[src/rtl/perf_fifo_pkg.sv]
// ----------------------------------------------------------------------------
// perf_fifo_pkg
//   Shared types and default sizes for the performance-counter word FIFO.
//   The default widths/depth are also used by the event counter and the
//   word-to-byte separator so that the whole capture path agrees.
//   Contents:
//     state_t        output-pacing FSM state (IDLE, PULSE, GAP)
//     DEF_DATA_W     default stored word width
//     DEF_DEPTH      default FIFO depth
//     DEF_GAP_CYC    default idle cycles after each output pulse
//     DEF_OVF_W      default dropped-word counter width
//     GAP_CNT_W      width of the gap counter (covers 1..15)
// ----------------------------------------------------------------------------
package perf_fifo_pkg;

    typedef enum logic [1:0] {
        IDLE  = 2'd0,
        PULSE = 2'd1,
        GAP   = 2'd2
    } state_t;

    localparam int DEF_DATA_W  = 32;
    localparam int DEF_DEPTH   = 16;
    localparam int DEF_GAP_CYC = 2;
    localparam int DEF_OVF_W   = 16;
    localparam int GAP_CNT_W   = 4;

endpackage : perf_fifo_pkg

[src/rtl/perf_fifo_mem.sv]
// ----------------------------------------------------------------------------
// perf_fifo_mem
//   DEPTH x DATA_W storage array for the word FIFO. Synchronous write,
//   asynchronous read. The array itself is not reset; validity of entries is
//   tracked entirely by the pointers and level counter in the parent.
//   Ports:
//     clk       in   system clock
//     we_i      in   write enable
//     waddr_i   in   write address (ADDR_W)
//     wdata_i   in   write data (DATA_W)
//     raddr_i   in   read address (ADDR_W)
//     rdata_o   out  read data, combinational from raddr_i (DATA_W)
// ----------------------------------------------------------------------------
module perf_fifo_mem
    import perf_fifo_pkg::*;
#(
    parameter int DATA_W = DEF_DATA_W,
    parameter int DEPTH  = DEF_DEPTH,
    parameter int ADDR_W = $clog2(DEPTH)
) (
    input  logic              clk,
    input  logic              we_i,
    input  logic [ADDR_W-1:0] waddr_i,
    input  logic [DATA_W-1:0] wdata_i,
    input  logic [ADDR_W-1:0] raddr_i,
    output logic [DATA_W-1:0] rdata_o
);

    logic [DATA_W-1:0] mem_q [DEPTH];

    always_ff @(posedge clk) begin
        if (we_i) begin
            mem_q[waddr_i] <= wdata_i;
        end
    end

    assign rdata_o = mem_q[raddr_i];

endmodule : perf_fifo_mem

[src/rtl/perf_word_fifo.sv]
// ----------------------------------------------------------------------------
// perf_word_fifo
//   Elastic buffer between the cache-event counter and the word-to-byte
//   separator feeding the UART. Stores counter snapshots, re-issues each one
//   as a single-cycle valid pulse when the separator is ready, and enforces an
//   idle gap after each pulse so a slow-to-drop ready cannot cause a double
//   pop. Writes arriving while full are dropped and counted.
//   Ports:
//     clk             in   system clock
//     rstn            in   async active-low reset, clears all state
//     wr_data_i       in   word from event counter (DATA_W)
//     wr_en_i         in   1-cycle write strobe
//     ready_i         in   separator idle, may accept a new word
//     clr_ovf_i       in   synchronous clear of overflow_cnt_o
//     data_o          out  word being presented, held until next pop
//     valid_o         out  1-cycle pulse qualifying data_o
//     full_o          out  level == DEPTH
//     empty_o         out  level == 0
//     level_o         out  stored entries, 0..DEPTH (ADDR_W+1)
//     overflow_cnt_o  out  saturating count of dropped writes (OVF_W)
// ----------------------------------------------------------------------------
module perf_word_fifo
    import perf_fifo_pkg::*;
#(
    parameter int DATA_W  = DEF_DATA_W,
    parameter int DEPTH   = DEF_DEPTH,
    parameter int GAP_CYC = DEF_GAP_CYC,
    parameter int OVF_W   = DEF_OVF_W,
    localparam int ADDR_W = $clog2(DEPTH)
) (
    input  logic              clk,
    input  logic              rstn,
    input  logic [DATA_W-1:0] wr_data_i,
    input  logic              wr_en_i,
    input  logic              ready_i,
    input  logic              clr_ovf_i,
    output logic [DATA_W-1:0] data_o,
    output logic              valid_o,
    output logic              full_o,
    output logic              empty_o,
    output logic [ADDR_W:0]   level_o,
    output logic [OVF_W-1:0]  overflow_cnt_o
);

    localparam logic [ADDR_W:0]        LVL_FULL = (ADDR_W+1)'(DEPTH);
    localparam logic [GAP_CNT_W-1:0]   GAP_LOAD = GAP_CNT_W'(GAP_CYC - 1);
    localparam logic [OVF_W-1:0]       OVF_ONE  = OVF_W'(1);

    function automatic logic [OVF_W-1:0] sat_inc(input logic [OVF_W-1:0] v);
        return (&v) ? v : v + 1'b1;
    endfunction

    logic [ADDR_W-1:0]    wr_ptr_q, wr_ptr_d;
    logic [ADDR_W-1:0]    rd_ptr_q, rd_ptr_d;
    logic [ADDR_W:0]      level_q, level_d;
    logic                 full_q, empty_q;
    logic [OVF_W-1:0]     ovf_q, ovf_d;
    state_t               state_q;
    logic [GAP_CNT_W-1:0] gap_q;
    logic [DATA_W-1:0]    data_q;
    logic                 valid_q;
    logic [DATA_W-1:0]    rd_data;

    logic pop_now;
    logic push;
    logic drop;

    // empty_q is registered, so a word pushed this cycle cannot be popped
    // until the next one; at full a concurrent pop frees the slot.
    assign pop_now = (state_q == IDLE) && ready_i && !empty_q;
    assign push    = wr_en_i && (!full_q || pop_now);
    assign drop    = wr_en_i && full_q && !pop_now;

    perf_fifo_mem #(
        .DATA_W (DATA_W),
        .DEPTH  (DEPTH),
        .ADDR_W (ADDR_W)
    ) u_mem (
        .clk     (clk),
        .we_i    (push),
        .waddr_i (wr_ptr_q),
        .wdata_i (wr_data_i),
        .raddr_i (rd_ptr_q),
        .rdata_o (rd_data)
    );

    always_comb begin
        wr_ptr_d = push    ? wr_ptr_q + 1'b1 : wr_ptr_q;
        rd_ptr_d = pop_now ? rd_ptr_q + 1'b1 : rd_ptr_q;

        level_d = level_q;
        unique case ({push, pop_now})
            2'b10:   level_d = level_q + 1'b1;
            2'b01:   level_d = level_q - 1'b1;
            default: level_d = level_q;
        endcase

        // A clear coinciding with a drop keeps that drop in the count.
        ovf_d = ovf_q;
        if (clr_ovf_i) begin
            ovf_d = drop ? OVF_ONE : '0;
        end else if (drop) begin
            ovf_d = sat_inc(ovf_q);
        end
    end

    always_ff @(posedge clk or negedge rstn) begin
        if (!rstn) begin
            wr_ptr_q <= '0;
            rd_ptr_q <= '0;
            level_q  <= '0;
            full_q   <= 1'b0;
            empty_q  <= 1'b1;
            ovf_q    <= '0;
        end else begin
            wr_ptr_q <= wr_ptr_d;
            rd_ptr_q <= rd_ptr_d;
            level_q  <= level_d;
            full_q   <= (level_d == LVL_FULL);
            empty_q  <= (level_d == '0);
            ovf_q    <= ovf_d;
        end
    end

    // Output pacing: IDLE pops, PULSE presents the word for one cycle, GAP
    // ignores ready_i for GAP_CYC cycles before the next pop is allowed.
    always_ff @(posedge clk or negedge rstn) begin
        if (!rstn) begin
            state_q <= IDLE;
            gap_q   <= '0;
            data_q  <= '0;
            valid_q <= 1'b0;
        end else begin
            valid_q <= 1'b0;
            case (state_q)
                IDLE: begin
                    if (pop_now) begin
                        data_q  <= rd_data;
                        valid_q <= 1'b1;
                        state_q <= PULSE;
                    end
                end
                PULSE: begin
                    gap_q   <= GAP_LOAD;
                    state_q <= GAP;
                end
                GAP: begin
                    if (gap_q == '0) begin
                        state_q <= IDLE;
                    end else begin
                        gap_q <= gap_q - 1'b1;
                    end
                end
                default: state_q <= IDLE;
            endcase
        end
    end

    assign data_o         = data_q;
    assign valid_o        = valid_q;
    assign full_o         = full_q;
    assign empty_o        = empty_q;
    assign level_o        = level_q;
    assign overflow_cnt_o = ovf_q;

endmodule : perf_word_fifo
[config.mk]
export PLATFORM = sky130hd
export DESIGN_NAME = perf_word_fifo
export DESIGN_NICKNAME = d
export VERILOG_FILES = /design/src/rtl/perf_fifo_pkg.sv /design/src/rtl/perf_fifo_mem.sv /design/src/rtl/perf_word_fifo.sv
export SDC_FILE = /design/constraint.sdc
export NUM_CORES = 1
export LEC_CHECK = 0
export ABC_AREA = 1
export CAP_MARGIN = 20
export CORE_ASPECT_RATIO = 1.2
export CORE_MARGIN = 1
export CORE_UTILIZATION = 25
export CTS_BUF_LIST = sky130_fd_sc_hd__clkbuf_8
export DETAILED_ROUTE_END_ITERATION = 6
export GPL_ROUTABILITY_DRIVEN = 0
export GPL_TIMING_DRIVEN = 0
export MAX_ROUTING_LAYER = met4
export PLACE_DENSITY_LB_ADDON = 0.15
export SYNTH_ARGS = -nofsm -noshare
export SYNTH_HDL_FRONTEND = slang
export SYNTH_SLANG_ARGS = --single-unit
[constraint.sdc]
create_clock -name clk -period 3.8 [get_ports clk]
set_clock_uncertainty 0.2 [all_clocks]
set_input_delay 0.76 -clock clk [delete_from_list [all_inputs] [get_ports clk]]
set_output_delay 0.76 -clock clk [all_outputs]
set_load 0.05 [all_outputs]
==> run summary <==
Status = complete, no violations
Crit path DAT = 3.73 ns
Unrepaired setup endpoints after global routing = false
Drt first pass iters = 6
Setup crit start kind = input pin
Clock Pin Slew Worst Setup and Hold Paths = 0.06 ns
Critical Path Max Stage Delay = 0.45 ns
Later-pin clock latency in the skew report = 0.74 ns
Cell row count = 123
Post-route DRC = 0
Total CTS buffers = 98
Grt total ovfl = 0
Mapped Cells = 2057
Antenna viol nets, final = 0
Ports = 93
Switching Fraction = 40.88%
Syn Std Cell Area = 23870 sq um
Crit share post-route = 86.51%
FMAX = 304.2 MHz
Fillcell total = 9588
Multi-input logic area = 5928 sq um
Global Route Usage Sum = 17.00%
Largest net degree at the start of global routing = 37
Worst hold slack = 0.1073 ns
HP Class = in -> reg
P_int = 13.45 mW
Static Leakage = 10.74 nW
Peak VDD IR = 0.3150 mV
Number of buffers added on ports = 91
Pwr/cell area = 784.3 nW/um^2
Buffers and inverters on the worst path = 5
Synthesis warning total = 0
Async set or reset register ratio after synthesis = 12.03%
Post-synth EDFFs = 512
Register area share after synthesis = 71.76%
Full die area = 96720 sq um
Global-route wire length before repair = 114900 microns
Slowest cell on the critical path = clkdlybuf4s50_1
Net count, final = 2318
Vias in the first global route = 16190
Core ar. = 94190 sq um
Post-Layout Cell Count = 3606
Post-DR vias/cell = 4.522
Initial antenna violation count = 1
Cell with the most instances after synthesis = nand2_1
Placed Instances = 3421
WL final = 79760 microns
Number of distinct library cells after synthesis = 36
Root Buffer Master = clkbuf_8
CTS Sinks = 582
WS Path Type = in -> reg
DRC violation total after the first TritonRoute iteration = 1054
CTS tree = built
Crit. End Element = flop
Post-DP HPWL = 52820 microns
Layout cells sized above 1 = 12.14%
Register area = 17130 sq um
Syn_nets = 2104
Post_cts resized = 0
Synthesized area per cell = 11.60 sq um
Least-Margin Pin Slew = 1.193 ns
Tmin final = 3.288 ns
Drt wl/cell = 22.12 microns
Die W = 284.1 microns
Crit path required time = 4.25 ns
FF+latch count, synth = 582
Gate power share = 38.8%
Slew Viols, Final = 0
H-tree lvl count = 3
Max_cap viols = 0
Cell family with most CP delay = simple AND/OR/NAND/NOR gates
Layout overhead on the synthesized area = 21.51%
Rel. slew slack = 20.44%
Die Span Y = 340.5 microns
Crit Path Max Fanout = 20
Starting Density = 25.34%
Top cells by area, synth = edfxtp_1, nand2_1, nand3_1
# Post-CTS Setup Buffers = 0
DR vias = 16310
Hold Vio Cnt, Final = 0
Worst R2R Setup Slack = 0.66 ns
Top-area cell type share of the netlist area = 64.41%
Pwr Total = 22.75 mW
CP cell instances = clkdlybuf4s50_1 > inv_1 > nor2_2 > nand3_4 > inv_2 > buf_4 > ha_1 > nand2_1 > inv_1 > nor2_1 > ha_1 > nand2_1 > nand2_1 > or2_1 > nor2_1 > nand3_1 > nor2_1
Ys flop type = edfxtp_1
Flop pwr share = 36.0%
Synth cell count leaders = nand2_1, edfxtp_1, nand3_1, nor2_1, dfrtp_1
Final setup viols = 0
Synth area leader = edfxtp_1
Longest Clk Path Bufs = 3
Clock power frac = 25.2%
Switch Pwr = 9.299 mW
[placed cells by master (no fill, tap or decap), drive strengths merged]
master	Yosys	layout
clkdlybuf4s50	0	90
clkbuf	11	126
edfxtp	512	512
nor2	76	76
nand4	10	10
o21bai	1	1
mux2i	1	1
diode	0	1
buf	106	129
dlygate4sd3	0	1
a21oi	65	65
or2	3	3
ha	10	10
nand3b	1	1
nand2	696	696
dfstp	1	1
o22ai	2	2
bufinv	0	5
clkinvlp	0	2
dfrtp	69	69
nor3	5	5
xor2	13	13
inv	46	82
o21ai	18	18
o211ai	1	1
nand3	409	409
clkinv	0	26
xnor2	1	1
[state kept, by name, indices dropped and copies added (netlist names)]
name and flops:
overflow_cnt_o 16, gap_q 4, valid_o 1, level_o 5
rd_ptr_q 4, u_mem.mem_q 512, wr_ptr_q 4, full_o 1
empty_o 1, state_q 2, data_o 32
[metal layers]
metal  global-route usage, %  share of wire [%]  up-vias
met5                       -                  0        -
met4                   5.567                2.4        0
met3                   2.339                4.5      117
met2                   29.21                 51      435
met1                   20.50                 42     8160
li1                        -                  -     7594
[path summary, 6_finish.rpt]
check	from	endpoint	cells past startpoint
worst min-delay path	clr_ovf_i	overflow_cnt_o[12]$_DFFE_PN0P_	2
worst min register to register	gap_q[2]$_DFFE_PN0P_	gap_q[2]$_DFFE_PN0P_	1
max in group asynchronous	rstn	empty_o$_DFF_PN1_	3
worst max register to register	empty_o$_DFF_PN1_	empty_o$_DFF_PN1_	15
min in group asynchronous	rstn	overflow_cnt_o[0]$_DFFE_PN0P_	2
worst max-delay path	ready_i	empty_o$_DFF_PN1_	17
[kinds of logic after synthesis]
logic type      after synthesis  share of synthesized area [%]
compound gates               87                          1.903
xor+xnor                     14                         0.5137
simple gates               1200                          21.35
fa+ha+maj                    10                         0.5242
buf+inv                     163                          3.911
mux                           1                        0.04194
flops                       582                          71.76
[worst register-to-register path, cell delays in order, from the launching register on]
cell and delay (ns):
dfstp_2 0.38, nor2_2 0.16, nand3_4 0.25, inv_2 0.16, buf_4 0.36, ha_1 0.35
nand2_1 0.12, inv_1 0.09, nor2_1 0.06, ha_1 0.27, nand2_1 0.06, nand2_1 0.06
or2_1 0.22, nor2_1 0.11, nand3_1 0.13, nor2_1 0.11
[final cells by class]
class	count	share of cell area, %
clock inverters	69	1.480
well taps	1250	5.392
repair buffers	115	4.970
clock buffers	115	5.457
flip-flops and latches	582	59.05
multi-input cells	1312	20.44
plain buffers	116	2.588
inverters	46	0.6126
diodes	1	0.008628
[what timing repair did]
action / in CTS / in global routing
hold buffers: 1 / 0
setup endpoints to repair: 0 / 2
endpoints found under the hold margin: 35 / 0
[power groups by stage]
stage	logic [mW]	registers, mW	clock network [mW]
floorplan	4.55	8.96	0
global placement	8.65	8.39	0
detailed placement	8.97	8.33	0
CTS	9.01	8.21	5.91
global route	9.65	8.27	6.15
finish	8.82	8.20	5.73
[metrics by stage]
step,cell area [sq um],TNS (ns),utilization [%],setup slack (ns)
floorplan,23870,0,-,0.3778
global placement,26340,-1427.24,27.97,-2.831
detailed placement,26980,-16.16,28.65,-0.5676
CTS,29010,0,30.80,0.2309
global route,29000,0,30.79,0.1713
finish,29000,0,30.79,0.5124
Note: power is estimated with default switching activity, not from simulation.
